## config.mk

```make
export PLATFORM = sky130hd
export DESIGN_NAME = fileio_ctrl_flat
export DESIGN_NICKNAME = d
export VERILOG_FILES = /design/src/rtl/fileio_pkg.sv /design/src/rtl/fileio_if.sv /design/src/rtl/fileio_line_buf.sv /design/src/rtl/fileio_ctrl.sv /design/src/flat_wrapper.sv
export SDC_FILE = /design/constraint.sdc
export NUM_CORES = 1
export LEC_CHECK = 0
export BUFFER_PORTS_ARGS = -buffer_cell sky130_fd_sc_hd__buf_2
export CAP_MARGIN = 15
export CORE_AREA = 2 2 296 298
export DETAILED_ROUTE_END_ITERATION = 10
export DIE_AREA = 0 0 298 300
export GPL_ROUTABILITY_DRIVEN = 0
export GPL_TIMING_DRIVEN = 0
export SETUP_SLACK_MARGIN = 0.3
export SYNTH_ARGS = -nofsm -noshare
export SYNTH_HDL_FRONTEND = slang
export SYNTH_SLANG_ARGS = --single-unit
export TNS_END_PERCENT = 10
```

## constraint.sdc

```tcl
create_clock -name clk -period 7.1 [get_ports clk]
set_input_delay 1.775 -clock clk [delete_from_list [all_inputs] [get_ports clk]]
set_output_delay 1.775 -clock clk [all_outputs]
set_load 0.02 [all_outputs]
```

## src/rtl/fileio_pkg.sv

```systemverilog
`default_nettype none
// ============================================================================
// Module  : fileio_pkg
// Brief   : Shared encodings and widths for the FileIO command sequencer.
// Revision: 1.0 - initial release
// ============================================================================
package fileio_pkg;

  localparam int WORDS_PER_LINE = 8;
  localparam int WORD_W         = 32;
  localparam int LINE_W         = WORDS_PER_LINE * WORD_W;
  localparam int TM_DATA_W      = 29;
  localparam int IC_ADDR_W      = 12;
  localparam int EMU_VAL_W      = 5;

  typedef enum logic [2:0] {
    OP_LOAD_TM  = 3'd0,
    OP_LOAD_IC  = 3'd1,
    OP_LOAD_MEM = 3'd2,
    OP_LOAD_EMU = 3'd3,
    OP_RUN      = 3'd4,
    OP_DUMP     = 3'd5,
    OP_CLEAR_TM = 3'd6,
    OP_ILLEGAL  = 3'd7
  } op_e;

  localparam logic [3:0] ST_IDLE     = 4'd0;
  localparam logic [3:0] ST_LD_TM    = 4'd1;
  localparam logic [3:0] ST_LD_IC    = 4'd2;
  localparam logic [3:0] ST_LD_MEM   = 4'd3;
  localparam logic [3:0] ST_LD_EMU   = 4'd4;
  localparam logic [3:0] ST_RUN      = 4'd5;
  localparam logic [3:0] ST_DUMP_RD  = 4'd6;
  localparam logic [3:0] ST_DUMP_OUT = 4'd7;
  localparam logic [3:0] ST_CLEAR_TM = 4'd8;

endpackage
`default_nettype wire

```

## src/rtl/fileio_if.sv

```systemverilog
`default_nettype none
// ============================================================================
// Module  : fileio_if
// Brief   : Host-side command, data-in and dump-out handshake bundle.
// Revision: 1.0 - initial release
// ============================================================================
interface fileio_if;
  import fileio_pkg::*;

  logic              cmd_valid;
  logic              cmd_ready;
  logic [2:0]        cmd_op;
  logic [15:0]       cmd_base;
  logic [15:0]       cmd_count;
  logic              din_valid;
  logic              din_ready;
  logic [WORD_W-1:0] din;
  logic              dout_valid;
  logic              dout_ready;
  logic [WORD_W-1:0] dout;

  modport master (
    output cmd_valid, cmd_op, cmd_base, cmd_count, din_valid, din, dout_ready,
    input  cmd_ready, din_ready, dout_valid, dout
  );

  modport slave (
    input  cmd_valid, cmd_op, cmd_base, cmd_count, din_valid, din, dout_ready,
    output cmd_ready, din_ready, dout_valid, dout
  );

endinterface
`default_nettype wire

```

## src/rtl/fileio_line_buf.sv

```systemverilog
`default_nettype none
// ============================================================================
// Module  : fileio_line_buf
// Brief   : 256-bit line buffer, word shift-in/shift-out with a word counter.
// Revision: 1.0 - initial release
// ============================================================================
module fileio_line_buf
  import fileio_pkg::*;
(
  input  logic              clk,
  input  logic              rst,
  input  logic              i_clr,
  input  logic              i_shift,
  input  logic              i_load,
  input  logic [WORD_W-1:0] i_shift_in,
  input  logic [LINE_W-1:0] i_load_data,
  output logic [LINE_W-1:0] o_line,
  output logic              o_last_word
);

  logic [LINE_W-1:0] r_line;
  logic [2:0]        r_cnt;

  // Shifting moves toward the MSB so the first word lands in [255:224].
  always_ff @(posedge clk or negedge rst) begin
    if (!rst) begin
      r_line <= '0;
      r_cnt  <= 3'd0;
    end else if (i_load) begin
      r_line <= i_load_data;
      r_cnt  <= 3'd0;
    end else if (i_shift) begin
      r_line <= {r_line[LINE_W-WORD_W-1:0], i_shift_in};
      r_cnt  <= r_cnt + 3'd1;
    end else if (i_clr) begin
      r_cnt  <= 3'd0;
    end
  end

  assign o_line      = r_line;
  assign o_last_word = (r_cnt == 3'(WORDS_PER_LINE - 1));

endmodule
`default_nettype wire

```

## src/rtl/fileio_ctrl.sv

```systemverilog
`default_nettype none
// ============================================================================
// Module  : fileio_ctrl
// Brief   : Command-driven FileIO sequencer: loads TM/ICache/MEM/EMU, runs, dumps.
// Revision: 1.0 - initial release
// ============================================================================
module fileio_ctrl
  import fileio_pkg::*;
#(
  parameter int MEM_DEPTH   = 256,
  parameter int SHMEM_DEPTH = 256,
  parameter int ADDR_W      = $clog2(MEM_DEPTH + SHMEM_DEPTH),
  parameter int EMU_ADDR_W  = $clog2(MEM_DEPTH)
) (
  input  logic                  clk,
  input  logic                  rst,
  fileio_if.slave               host,
  output logic                  busy,
  output logic                  err,
  output logic [31:0]           run_cycles,
  output logic                  Write_Enable_FIO_TM,
  output logic [TM_DATA_W-1:0]  Write_Data_FIO_TM,
  output logic                  start_FIO_TM,
  output logic                  clear_FIO_TM,
  input  logic                  finished_TM_FIO,
  output logic                  FileIO_Wen_ICache,
  output logic [IC_ADDR_W-1:0]  FileIO_Addr_ICache,
  output logic [WORD_W-1:0]     FileIO_Din_ICache,
  output logic                  FIO_MEMWRITE,
  output logic [ADDR_W-1:0]     FIO_ADDR,
  output logic [LINE_W-1:0]     FIO_WRITE_DATA,
  input  logic [LINE_W-1:0]     FIO_READ_DATA,
  output logic                  FIO_CACHE_LAT_WRITE,
  output logic [EMU_VAL_W-1:0]  FIO_CACHE_LAT_VALUE,
  output logic [EMU_ADDR_W-1:0] FIO_CACHE_MEM_ADDR
);

  logic [3:0]        r_state;
  logic [15:0]       r_base;
  logic [15:0]       r_count;
  logic [15:0]       r_idx;
  logic              r_rd_wait;

  logic              w_idle;
  logic              w_load_state;
  logic              w_din_acc;
  logic              w_dout_acc;
  logic              w_last_entry;
  logic [15:0]       w_cur_addr;
  logic [15:0]       w_next_addr;
  logic              w_lb_shift;
  logic              w_lb_load;
  logic [WORD_W-1:0] w_lb_in;
  logic [LINE_W-1:0] w_lb_line;
  logic              w_lb_last;

  assign w_idle       = (r_state == ST_IDLE);
  assign w_load_state = (r_state == ST_LD_TM) || (r_state == ST_LD_IC) ||
                        (r_state == ST_LD_MEM) || (r_state == ST_LD_EMU);
  assign busy         = !w_idle;

  assign host.cmd_ready  = w_idle;
  assign host.din_ready  = w_load_state && (r_count != 16'd0);
  assign host.dout_valid = (r_state == ST_DUMP_OUT);
  assign host.dout       = w_lb_line[LINE_W-1 -: WORD_W];

  assign w_din_acc    = host.din_valid && host.din_ready;
  assign w_dout_acc   = host.dout_valid && host.dout_ready;
  assign w_last_entry = (r_idx == r_count - 16'd1);
  assign w_cur_addr   = r_base + r_idx;
  assign w_next_addr  = r_base + r_idx + 16'd1;

  assign w_lb_shift = ((r_state == ST_LD_MEM) && w_din_acc) || w_dout_acc;
  assign w_lb_load  = (r_state == ST_DUMP_RD) && r_rd_wait;
  assign w_lb_in    = (r_state == ST_LD_MEM) ? host.din : '0;

  fileio_line_buf u_line_buf (
    .clk         (clk),
    .rst         (rst),
    .i_clr       (w_idle),
    .i_shift     (w_lb_shift),
    .i_load      (w_lb_load),
    .i_shift_in  (w_lb_in),
    .i_load_data (FIO_READ_DATA),
    .o_line      (w_lb_line),
    .o_last_word (w_lb_last)
  );

  always_ff @(posedge clk or negedge rst) begin
    if (!rst) begin
      r_state             <= ST_IDLE;
      r_base              <= 16'd0;
      r_count             <= 16'd0;
      r_idx               <= 16'd0;
      r_rd_wait           <= 1'b0;
      err                 <= 1'b0;
      run_cycles          <= 32'd0;
      Write_Enable_FIO_TM <= 1'b0;
      Write_Data_FIO_TM   <= '0;
      start_FIO_TM        <= 1'b0;
      clear_FIO_TM        <= 1'b0;
      FileIO_Wen_ICache   <= 1'b0;
      FileIO_Addr_ICache  <= '0;
      FileIO_Din_ICache   <= '0;
      FIO_MEMWRITE        <= 1'b0;
      FIO_ADDR            <= '0;
      FIO_WRITE_DATA      <= '0;
      FIO_CACHE_LAT_WRITE <= 1'b0;
      FIO_CACHE_LAT_VALUE <= '0;
      FIO_CACHE_MEM_ADDR  <= '0;
    end else begin
      Write_Enable_FIO_TM <= 1'b0;
      FileIO_Wen_ICache   <= 1'b0;
      FIO_MEMWRITE        <= 1'b0;
      FIO_CACHE_LAT_WRITE <= 1'b0;
      clear_FIO_TM        <= 1'b0;

      case (r_state)
        ST_IDLE: begin
          if (host.cmd_valid) begin
            r_base    <= host.cmd_base;
            r_count   <= host.cmd_count;
            r_idx     <= 16'd0;
            r_rd_wait <= 1'b0;
            err       <= (op_e'(host.cmd_op) == OP_ILLEGAL);
            case (op_e'(host.cmd_op))
              OP_LOAD_TM:  r_state <= ST_LD_TM;
              OP_LOAD_IC:  r_state <= ST_LD_IC;
              OP_LOAD_MEM: r_state <= ST_LD_MEM;
              OP_LOAD_EMU: r_state <= ST_LD_EMU;
              OP_RUN: begin
                start_FIO_TM <= 1'b1;
                run_cycles   <= 32'd0;
                r_state      <= ST_RUN;
              end
              OP_DUMP: begin
                FIO_ADDR <= ADDR_W'(host.cmd_base);
                r_state  <= ST_DUMP_RD;
              end
              OP_CLEAR_TM: begin
                clear_FIO_TM <= 1'b1;
                r_state      <= ST_CLEAR_TM;
              end
              default: r_state <= ST_IDLE;
            endcase
          end
        end

        ST_LD_TM, ST_LD_IC, ST_LD_EMU, ST_LD_MEM: begin
          if (r_count == 16'd0) begin
            r_state <= ST_IDLE;
          end else if (w_din_acc) begin
            case (r_state)
              ST_LD_TM: begin
                Write_Enable_FIO_TM <= 1'b1;
                Write_Data_FIO_TM   <= host.din[TM_DATA_W-1:0];
              end
              ST_LD_IC: begin
                FileIO_Wen_ICache  <= 1'b1;
                FileIO_Addr_ICache <= IC_ADDR_W'(w_cur_addr);
                FileIO_Din_ICache  <= host.din;
              end
              ST_LD_EMU: begin
                FIO_CACHE_LAT_WRITE <= 1'b1;
                FIO_CACHE_MEM_ADDR  <= EMU_ADDR_W'(w_cur_addr);
                FIO_CACHE_LAT_VALUE <= host.din[EMU_VAL_W-1:0];
              end
              default: begin
                if (w_lb_last) begin
                  FIO_MEMWRITE   <= 1'b1;
                  FIO_ADDR       <= ADDR_W'(w_cur_addr);
                  FIO_WRITE_DATA <= {w_lb_line[LINE_W-WORD_W-1:0], host.din};
                end
              end
            endcase
            // MEM counts lines, the other loads count words.
            if ((r_state != ST_LD_MEM) || w_lb_last) begin
              r_idx <= r_idx + 16'd1;
              if (w_last_entry) begin
                r_state <= ST_IDLE;
              end
            end
          end
        end

        ST_RUN: begin
          if (run_cycles != 32'hFFFF_FFFF) begin
            run_cycles <= run_cycles + 32'd1;
          end
          if (finished_TM_FIO) begin
            start_FIO_TM <= 1'b0;
            r_state      <= ST_IDLE;
          end
        end

        ST_DUMP_RD: begin
          if (r_count == 16'd0) begin
            r_state <= ST_IDLE;
          end else if (!r_rd_wait) begin
            r_rd_wait <= 1'b1;
          end else begin
            r_rd_wait <= 1'b0;
            r_state   <= ST_DUMP_OUT;
          end
        end

        ST_DUMP_OUT: begin
          if (w_dout_acc && w_lb_last) begin
            if (w_last_entry) begin
              r_state <= ST_IDLE;
            end else begin
              r_idx    <= r_idx + 16'd1;
              FIO_ADDR <= ADDR_W'(w_next_addr);
              r_state  <= ST_DUMP_RD;
            end
          end
        end

        ST_CLEAR_TM: r_state <= ST_IDLE;

        default: r_state <= ST_IDLE;
      endcase
    end
  end

endmodule
`default_nettype wire

```

## src/flat_wrapper.sv

```systemverilog
// flat-port wrapper written by rule: the top's interface ports become plain ports
module fileio_ctrl_flat import fileio_pkg::*;
#(
  parameter int MEM_DEPTH   = 256,
  parameter int SHMEM_DEPTH = 256,
  parameter int ADDR_W      = $clog2(MEM_DEPTH + SHMEM_DEPTH),
  parameter int EMU_ADDR_W  = $clog2(MEM_DEPTH)
)
  (clk, rst, busy, err, run_cycles, Write_Enable_FIO_TM, Write_Data_FIO_TM, start_FIO_TM, clear_FIO_TM, finished_TM_FIO, FileIO_Wen_ICache, FileIO_Addr_ICache, FileIO_Din_ICache, FIO_MEMWRITE, FIO_ADDR, FIO_WRITE_DATA, FIO_READ_DATA, FIO_CACHE_LAT_WRITE, FIO_CACHE_LAT_VALUE, FIO_CACHE_MEM_ADDR, host_cmd_valid, host_cmd_op, host_cmd_base, host_cmd_count, host_din_valid, host_din, host_dout_ready, host_cmd_ready, host_din_ready, host_dout_valid, host_dout);
  fileio_if host_i ();
  input  logic clk;
  input  logic rst;
  output logic busy;
  output logic err;
  output logic [31:0] run_cycles;
  output logic Write_Enable_FIO_TM;
  output logic [TM_DATA_W-1:0] Write_Data_FIO_TM;
  output logic start_FIO_TM;
  output logic clear_FIO_TM;
  input  logic finished_TM_FIO;
  output logic FileIO_Wen_ICache;
  output logic [IC_ADDR_W-1:0] FileIO_Addr_ICache;
  output logic [WORD_W-1:0] FileIO_Din_ICache;
  output logic FIO_MEMWRITE;
  output logic [ADDR_W-1:0] FIO_ADDR;
  output logic [LINE_W-1:0] FIO_WRITE_DATA;
  input  logic [LINE_W-1:0] FIO_READ_DATA;
  output logic FIO_CACHE_LAT_WRITE;
  output logic [EMU_VAL_W-1:0] FIO_CACHE_LAT_VALUE;
  output logic [EMU_ADDR_W-1:0] FIO_CACHE_MEM_ADDR;
  input wire logic [$bits(host_i.cmd_valid)-1:0] host_cmd_valid;
  input wire logic [$bits(host_i.cmd_op)-1:0] host_cmd_op;
  input wire logic [$bits(host_i.cmd_base)-1:0] host_cmd_base;
  input wire logic [$bits(host_i.cmd_count)-1:0] host_cmd_count;
  input wire logic [$bits(host_i.din_valid)-1:0] host_din_valid;
  input wire logic [$bits(host_i.din)-1:0] host_din;
  input wire logic [$bits(host_i.dout_ready)-1:0] host_dout_ready;
  output wire logic [$bits(host_i.cmd_ready)-1:0] host_cmd_ready;
  output wire logic [$bits(host_i.din_ready)-1:0] host_din_ready;
  output wire logic [$bits(host_i.dout_valid)-1:0] host_dout_valid;
  output wire logic [$bits(host_i.dout)-1:0] host_dout;
  assign host_i.cmd_valid = host_cmd_valid;
  assign host_i.cmd_op = host_cmd_op;
  assign host_i.cmd_base = host_cmd_base;
  assign host_i.cmd_count = host_cmd_count;
  assign host_i.din_valid = host_din_valid;
  assign host_i.din = host_din;
  assign host_i.dout_ready = host_dout_ready;
  assign host_cmd_ready = host_i.cmd_ready;
  assign host_din_ready = host_i.din_ready;
  assign host_dout_valid = host_i.dout_valid;
  assign host_dout = host_i.dout;
  fileio_ctrl #(.MEM_DEPTH(MEM_DEPTH), .SHMEM_DEPTH(SHMEM_DEPTH), .ADDR_W(ADDR_W), .EMU_ADDR_W(EMU_ADDR_W)) u_core (.clk(clk), .rst(rst), .host(host_i), .busy(busy), .err(err), .run_cycles(run_cycles), .Write_Enable_FIO_TM(Write_Enable_FIO_TM), .Write_Data_FIO_TM(Write_Data_FIO_TM), .start_FIO_TM(start_FIO_TM), .clear_FIO_TM(clear_FIO_TM), .finished_TM_FIO(finished_TM_FIO), .FileIO_Wen_ICache(FileIO_Wen_ICache), .FileIO_Addr_ICache(FileIO_Addr_ICache), .FileIO_Din_ICache(FileIO_Din_ICache), .FIO_MEMWRITE(FIO_MEMWRITE), .FIO_ADDR(FIO_ADDR), .FIO_WRITE_DATA(FIO_WRITE_DATA), .FIO_READ_DATA(FIO_READ_DATA), .FIO_CACHE_LAT_WRITE(FIO_CACHE_LAT_WRITE), .FIO_CACHE_LAT_VALUE(FIO_CACHE_LAT_VALUE), .FIO_CACHE_MEM_ADDR(FIO_CACHE_MEM_ADDR));
endmodule
```

==> results.md <==
Pwr:
- Dividing total power by cell area gives a power density of 361 nW/um^2.
- Internal power comes to 8.89 mW.
- The peak supply drop is 268 uV.
- For this design the static power due to leakage is 21.1 nW.
- The combinational group share of total power is 24.6%.
- The clock network power share is 31.6%.
- The net switching component of the power is 4.91 mW.
- The switching power as a share of total power is 35.6%.
- The portion of total power attributed to sequential cells is 43.8%.

Run status:
- The run finished with clean final reports.

STA:
- For this run, the top clock speed supported by timing is 0.195 GHz.
- The worst pin sits at a relative slew slack of 19.5%.
- The clock arrives with 0.0424 ns of skew.
- Of the available clock period, the critical path in the final layout requires 72.4%.
- The number of endpoints with negative hold slack in the final report is 0.
- The worst path in the final design needs a cycle of 5.14 ns, including I/O delays and setup.
- Setup violations remaining at the end of the flow were counted as 0.
- The number of slew-limit violations in the final report is 0.
- Once routing completed, OpenROAD measured the worst setup slack at 1.96 ns.
- Setup repair after global routing left no endpoint under its margin.
- The slew at the pin closest to its max-slew limit is 1.21 ns.

Yosys:
- The netlist area before placement is 30000 um^2.
- The Yosys step of the flow raised 0 warnings.
- Of all cell types, the one taking the most synthesized area is sky130_fd_sc_hd__dfrtp_1.
- Summed over its instances, the top area cell type makes up 58.3% of the synthesized netlist area.
- A synthesized cell averages 9.12 um^2.
- After synthesis the netlist holds a flip-flop and latch count of 698.
- Counting every net in the synthesized netlist gives 3635.
- The share of the Yosys chip area taken by registers is 58.3%.
- The share of synthesized flip-flops with an asynchronous set or reset is 100%.
- The post-synthesis cell type count is 70.
- After synthesis, the cell types taking the most area are sky130_fd_sc_hd__dfrtp_1, sky130_fd_sc_hd__nand2_1, sky130_fd_sc_hd__a22oi_1, sky130_fd_sc_hd__clkbuf_1, sky130_fd_sc_hd__mux2_2.
- The most frequently used flop master after synthesis is sky130_fd_sc_hd__dfrtp_1.
- Counting flops with a built-in enable in the synthesized netlist gives 0.
- Synthesis produced a netlist whose cell count is 3288.

Clock tree:
- The number of setup buffers added after CTS is 0.
- TritonCTS built the clock tree.
- The deepest level of the CTS H-tree is 3.
- The number of gates resized after CTS was 0.
- In this run the clock root is driven by a sky130_fd_sc_hd__clkbuf_16.
- For this design, the sink count on the clock tree is 698.
- The total clock buffers created by CTS is 80.
- The number of buffers between clock root and the deepest sink is 3.
- The clock slew seen by the registers of the worst setup and hold paths is 0.06 ns.
- The number of hold-repair buffers added at the cts stage is 0.
- The insertion delay of the later-clocked pin in the worst-skew pair is 0.65 ns.

Placement:
- The post-placement worst setup slack is 1.52 ns.
- Detailed placement finished with a half-perimeter wire length of 97.4 mm.
- Input and output buffers added on the ports amount to 749.

Worst hold path:
- The min-delay analysis places its worst path in the category register to register.

Routing:
- The routed via count divided by cell count is 5.04.
- The routed wire length per instance is 23.4 um.
- The DRC marker count from the first detailed-route iteration is 2034.
- The residual antenna-violating net count after detailed routing is 0.
- In the routed design, unresolved DRC markers number 0.
- The first TritonRoute pass finished after 6 iterations.
- The total detailed-routing wirelength is 126 mm.
- The total vias in the final route is 27200.

Finish:
- The total number of nets in the final design is 4475.
- The signed area change from the synthesized netlist to the final layout is 27.5%.
- Measured on the finished design, the core utilization comes to 44.3%.
- Of the cells placed in the final design, the portion with a size suffix greater than 1 is 23.4%.

GRT:
- The via count of the first global-routing pass was 27100.
- In the global route stage, overall resource usage came out at 27.6%.
- The first global-routing pass estimated 182 mm of wire.
- The number of antenna violations at the first check in global routing is 50.
- The pin count of the biggest net entering global routing is 122.
- For this run the aggregate overflow at the end of global routing stands at 0.

Critical path:
- Data on the critical path is required at its endpoint by 7.67 ns.
- The peak fanout along the critical path is 10.
- The kind of start point of the critical path is a register.
- The class of the most critical setup path is register to register.
- The endpoint kind of the worst setup timing path is a register.
- Data arrives at the worst endpoint at 5.71 ns.

Die:
- The initial utilization of the core area, before any placement, comes to 34.8%.
- In this run the horizontal extent of the chip is 298 um.
- Row generation in the floorplan step produced 108 rows.
- The die boundary height is 300 um.
- The die covers 89400 um^2.
- The core region area is 86200 um^2.
- The number of ports placed on the die boundary is 755.

Flow run:
- The number of max-capacitance violations reported is 0.
## final cells by class
class	count	area, um^2
Antenna cell	39	97.6
Buffer	224	962
Clock buffer	116	2360
Clock inverter	28	404
Fill cell	8682	48000
Inverter	17	63.8
Multi-Input combinational cell	2349	11500
Sequential cell	698	17500
Tap cell	1155	1450
Timing Repair Buffer	758	3950
## cell usage in the layout, fill, tap and decap left out, types with 8 or more instances in the layout
cell / n
sky130_fd_sc_hd__diode_2: 39
sky130_fd_sc_hd__nand2b_1: 21
sky130_fd_sc_hd__clkbuf_1: 188
sky130_fd_sc_hd__xor2_1: 33
sky130_fd_sc_hd__mux2_2: 47
sky130_fd_sc_hd__a22oi_1: 225
sky130_fd_sc_hd__a31oi_1: 38
sky130_fd_sc_hd__clkbuf_16: 81
sky130_fd_sc_hd__or3_1: 12
sky130_fd_sc_hd__dfrtp_1: 698
sky130_fd_sc_hd__a21oi_1: 33
sky130_fd_sc_hd__ha_1: 17
sky130_fd_sc_hd__buf_4: 34
sky130_fd_sc_hd__buf_2: 749
sky130_fd_sc_hd__clkinv_2: 11
sky130_fd_sc_hd__nand3_1: 63
sky130_fd_sc_hd__nand4_1: 18
sky130_fd_sc_hd__inv_1: 14
sky130_fd_sc_hd__o21ai_0: 45
sky130_fd_sc_hd__and4_1: 9
sky130_fd_sc_hd__xnor2_1: 22
sky130_fd_sc_hd__nor2_1: 85
sky130_fd_sc_hd__nand2_1: 1539
sky130_fd_sc_hd__clkbuf_8: 20
sky130_fd_sc_hd__and2_1: 11
sky130_fd_sc_hd__and3_1: 12
sky130_fd_sc_hd__nor3_1: 15
sky130_fd_sc_hd__a211oi_1: 8
sky130_fd_sc_hd__buf_1: 18
sky130_fd_sc_hd__mux2i_1: 16
## power by group through the flow
stage | clock [mW] | combinational, mW | sequential, mW
after floorplan | 0 | 1.93 | 6.05
after CTS | 4.43 | 3.40 | 6.05
after detailed placement | 0 | 3.38 | 6.10
after global routing | 4.59 | 3.76 | 6.18
final | 4.36 | 3.39 | 6.05
after global placement | 0 | 3.30 | 6.09
## Yosys cell counts, types with 21 or more instances
cell type and count:
sky130_fd_sc_hd__buf_4 32, sky130_fd_sc_hd__dfrtp_1 698, sky130_fd_sc_hd__xor2_1 33, sky130_fd_sc_hd__a31oi_1 38, sky130_fd_sc_hd__clkbuf_1 173, sky130_fd_sc_hd__nand2_1 1539
sky130_fd_sc_hd__nor2_1 85, sky130_fd_sc_hd__nand3_1 63, sky130_fd_sc_hd__mux2_2 47, sky130_fd_sc_hd__nand2b_1 21, sky130_fd_sc_hd__a22oi_1 225, sky130_fd_sc_hd__a21oi_1 33
sky130_fd_sc_hd__o21ai_0 45, sky130_fd_sc_hd__xnor2_1 22
## through the flow
stage                     hold slack [ns]  cell area (um^2)  power, mW  instances  setup TNS (ns)
after detailed placement            0.456             35400       9.49       5200               0
after global placement              0.454             35200       9.40       5192        -7776.17
after CTS                           0.472             38100       13.9       5344               0
after floorplan                     0.447             30000       7.97       3288               0
after global routing                0.482             38200       14.5       5368               0
final                               0.467             38200       13.8       5384               0
## cell families after synthesis
family	synth area share [%]
buf+inv	3.42
compound gates	9.31
flops	58.3
xor+xnor	1.61
fa+ha+maj	0.776
simple gates	24.3
mux	2.34
## worst max-delay path: stages (launching register included)
cell and delay [ns]:
sky130_fd_sc_hd__dfrtp_1 0.45, sky130_fd_sc_hd__inv_1 0.09, sky130_fd_sc_hd__ha_1 0.25, sky130_fd_sc_hd__or4b_1 0.45, sky130_fd_sc_hd__clkbuf_1 0.19, sky130_fd_sc_hd__nor4_1 0.76
sky130_fd_sc_hd__or3_1 0.22, sky130_fd_sc_hd__a21oi_1 0.14, sky130_fd_sc_hd__buf_4 0.21, sky130_fd_sc_hd__nor2_1 0.31, sky130_fd_sc_hd__clkbuf_1 0.83, sky130_fd_sc_hd__clkbuf_1 0.92
sky130_fd_sc_hd__nand2_1 0.11, sky130_fd_sc_hd__nand2_1 0.11
## flip-flops by register name, indices dropped and copies added, names as in the netlist
name / flops
u_core.r_base: 12
u_core.r_idx: 16
u_core.FileIO_Wen_ICache: 1
u_core.start_FIO_TM: 1
u_core.FIO_ADDR: 9
u_core.r_state: 4
u_core.Write_Data_FIO_TM: 29
u_core.FileIO_Addr_ICache: 12
u_core.FIO_CACHE_LAT_WRITE: 1
u_core.clear_FIO_TM: 1
u_core.err: 1
u_core.r_rd_wait: 1
u_core.FIO_MEMWRITE: 1
u_core.FileIO_Din_ICache: 32
u_core.run_cycles: 32
u_core.FIO_WRITE_DATA: 256
u_core.Write_Enable_FIO_TM: 1
u_core.r_count: 16
u_core.FIO_CACHE_LAT_VALUE: 5
u_core.u_line_buf.o_line: 256
u_core.u_line_buf.r_cnt: 3
u_core.FIO_CACHE_MEM_ADDR: 8
## path summary, 6_finish.rpt
path | to | from | cells past startpoint | slack [ns]
max | u_core.u_line_buf.o_line[252]$_DFFE_PN0P_ | u_core.r_count[0]$_DFFE_PN0P_ | 13 | 1.96
min in group asynchronous | u_core.FIO_ADDR[3]$_DFFE_PN0P_ | rst | 1 | 1.07
min reg2reg | u_core.FIO_WRITE_DATA[117]$_DFFE_PN0P_ | u_core.FIO_WRITE_DATA[117]$_DFFE_PN0P_ | 2 | 0.47
min | u_core.FIO_WRITE_DATA[117]$_DFFE_PN0P_ | u_core.FIO_WRITE_DATA[117]$_DFFE_PN0P_ | 2 | 0.47
max in group asynchronous | u_core.FIO_WRITE_DATA[250]$_DFFE_PN0P_ | rst | 4 | 3.85
max reg2reg | u_core.u_line_buf.o_line[252]$_DFFE_PN0P_ | u_core.r_count[0]$_DFFE_PN0P_ | 13 | 1.96
## layer usage
metal / part of all wire [%] / up-vias / GRT usage [%]
met5: 0.20 / - / 0
met4: 4.5 / 38 / 13.5
met3: 8.3 / 281 / 8.03
met2: 49 / 1101 / 46.3
met1: 38 / 13200 / 32.4
li1: - / 12500 / -
Power figures use the tool's default switching activity.
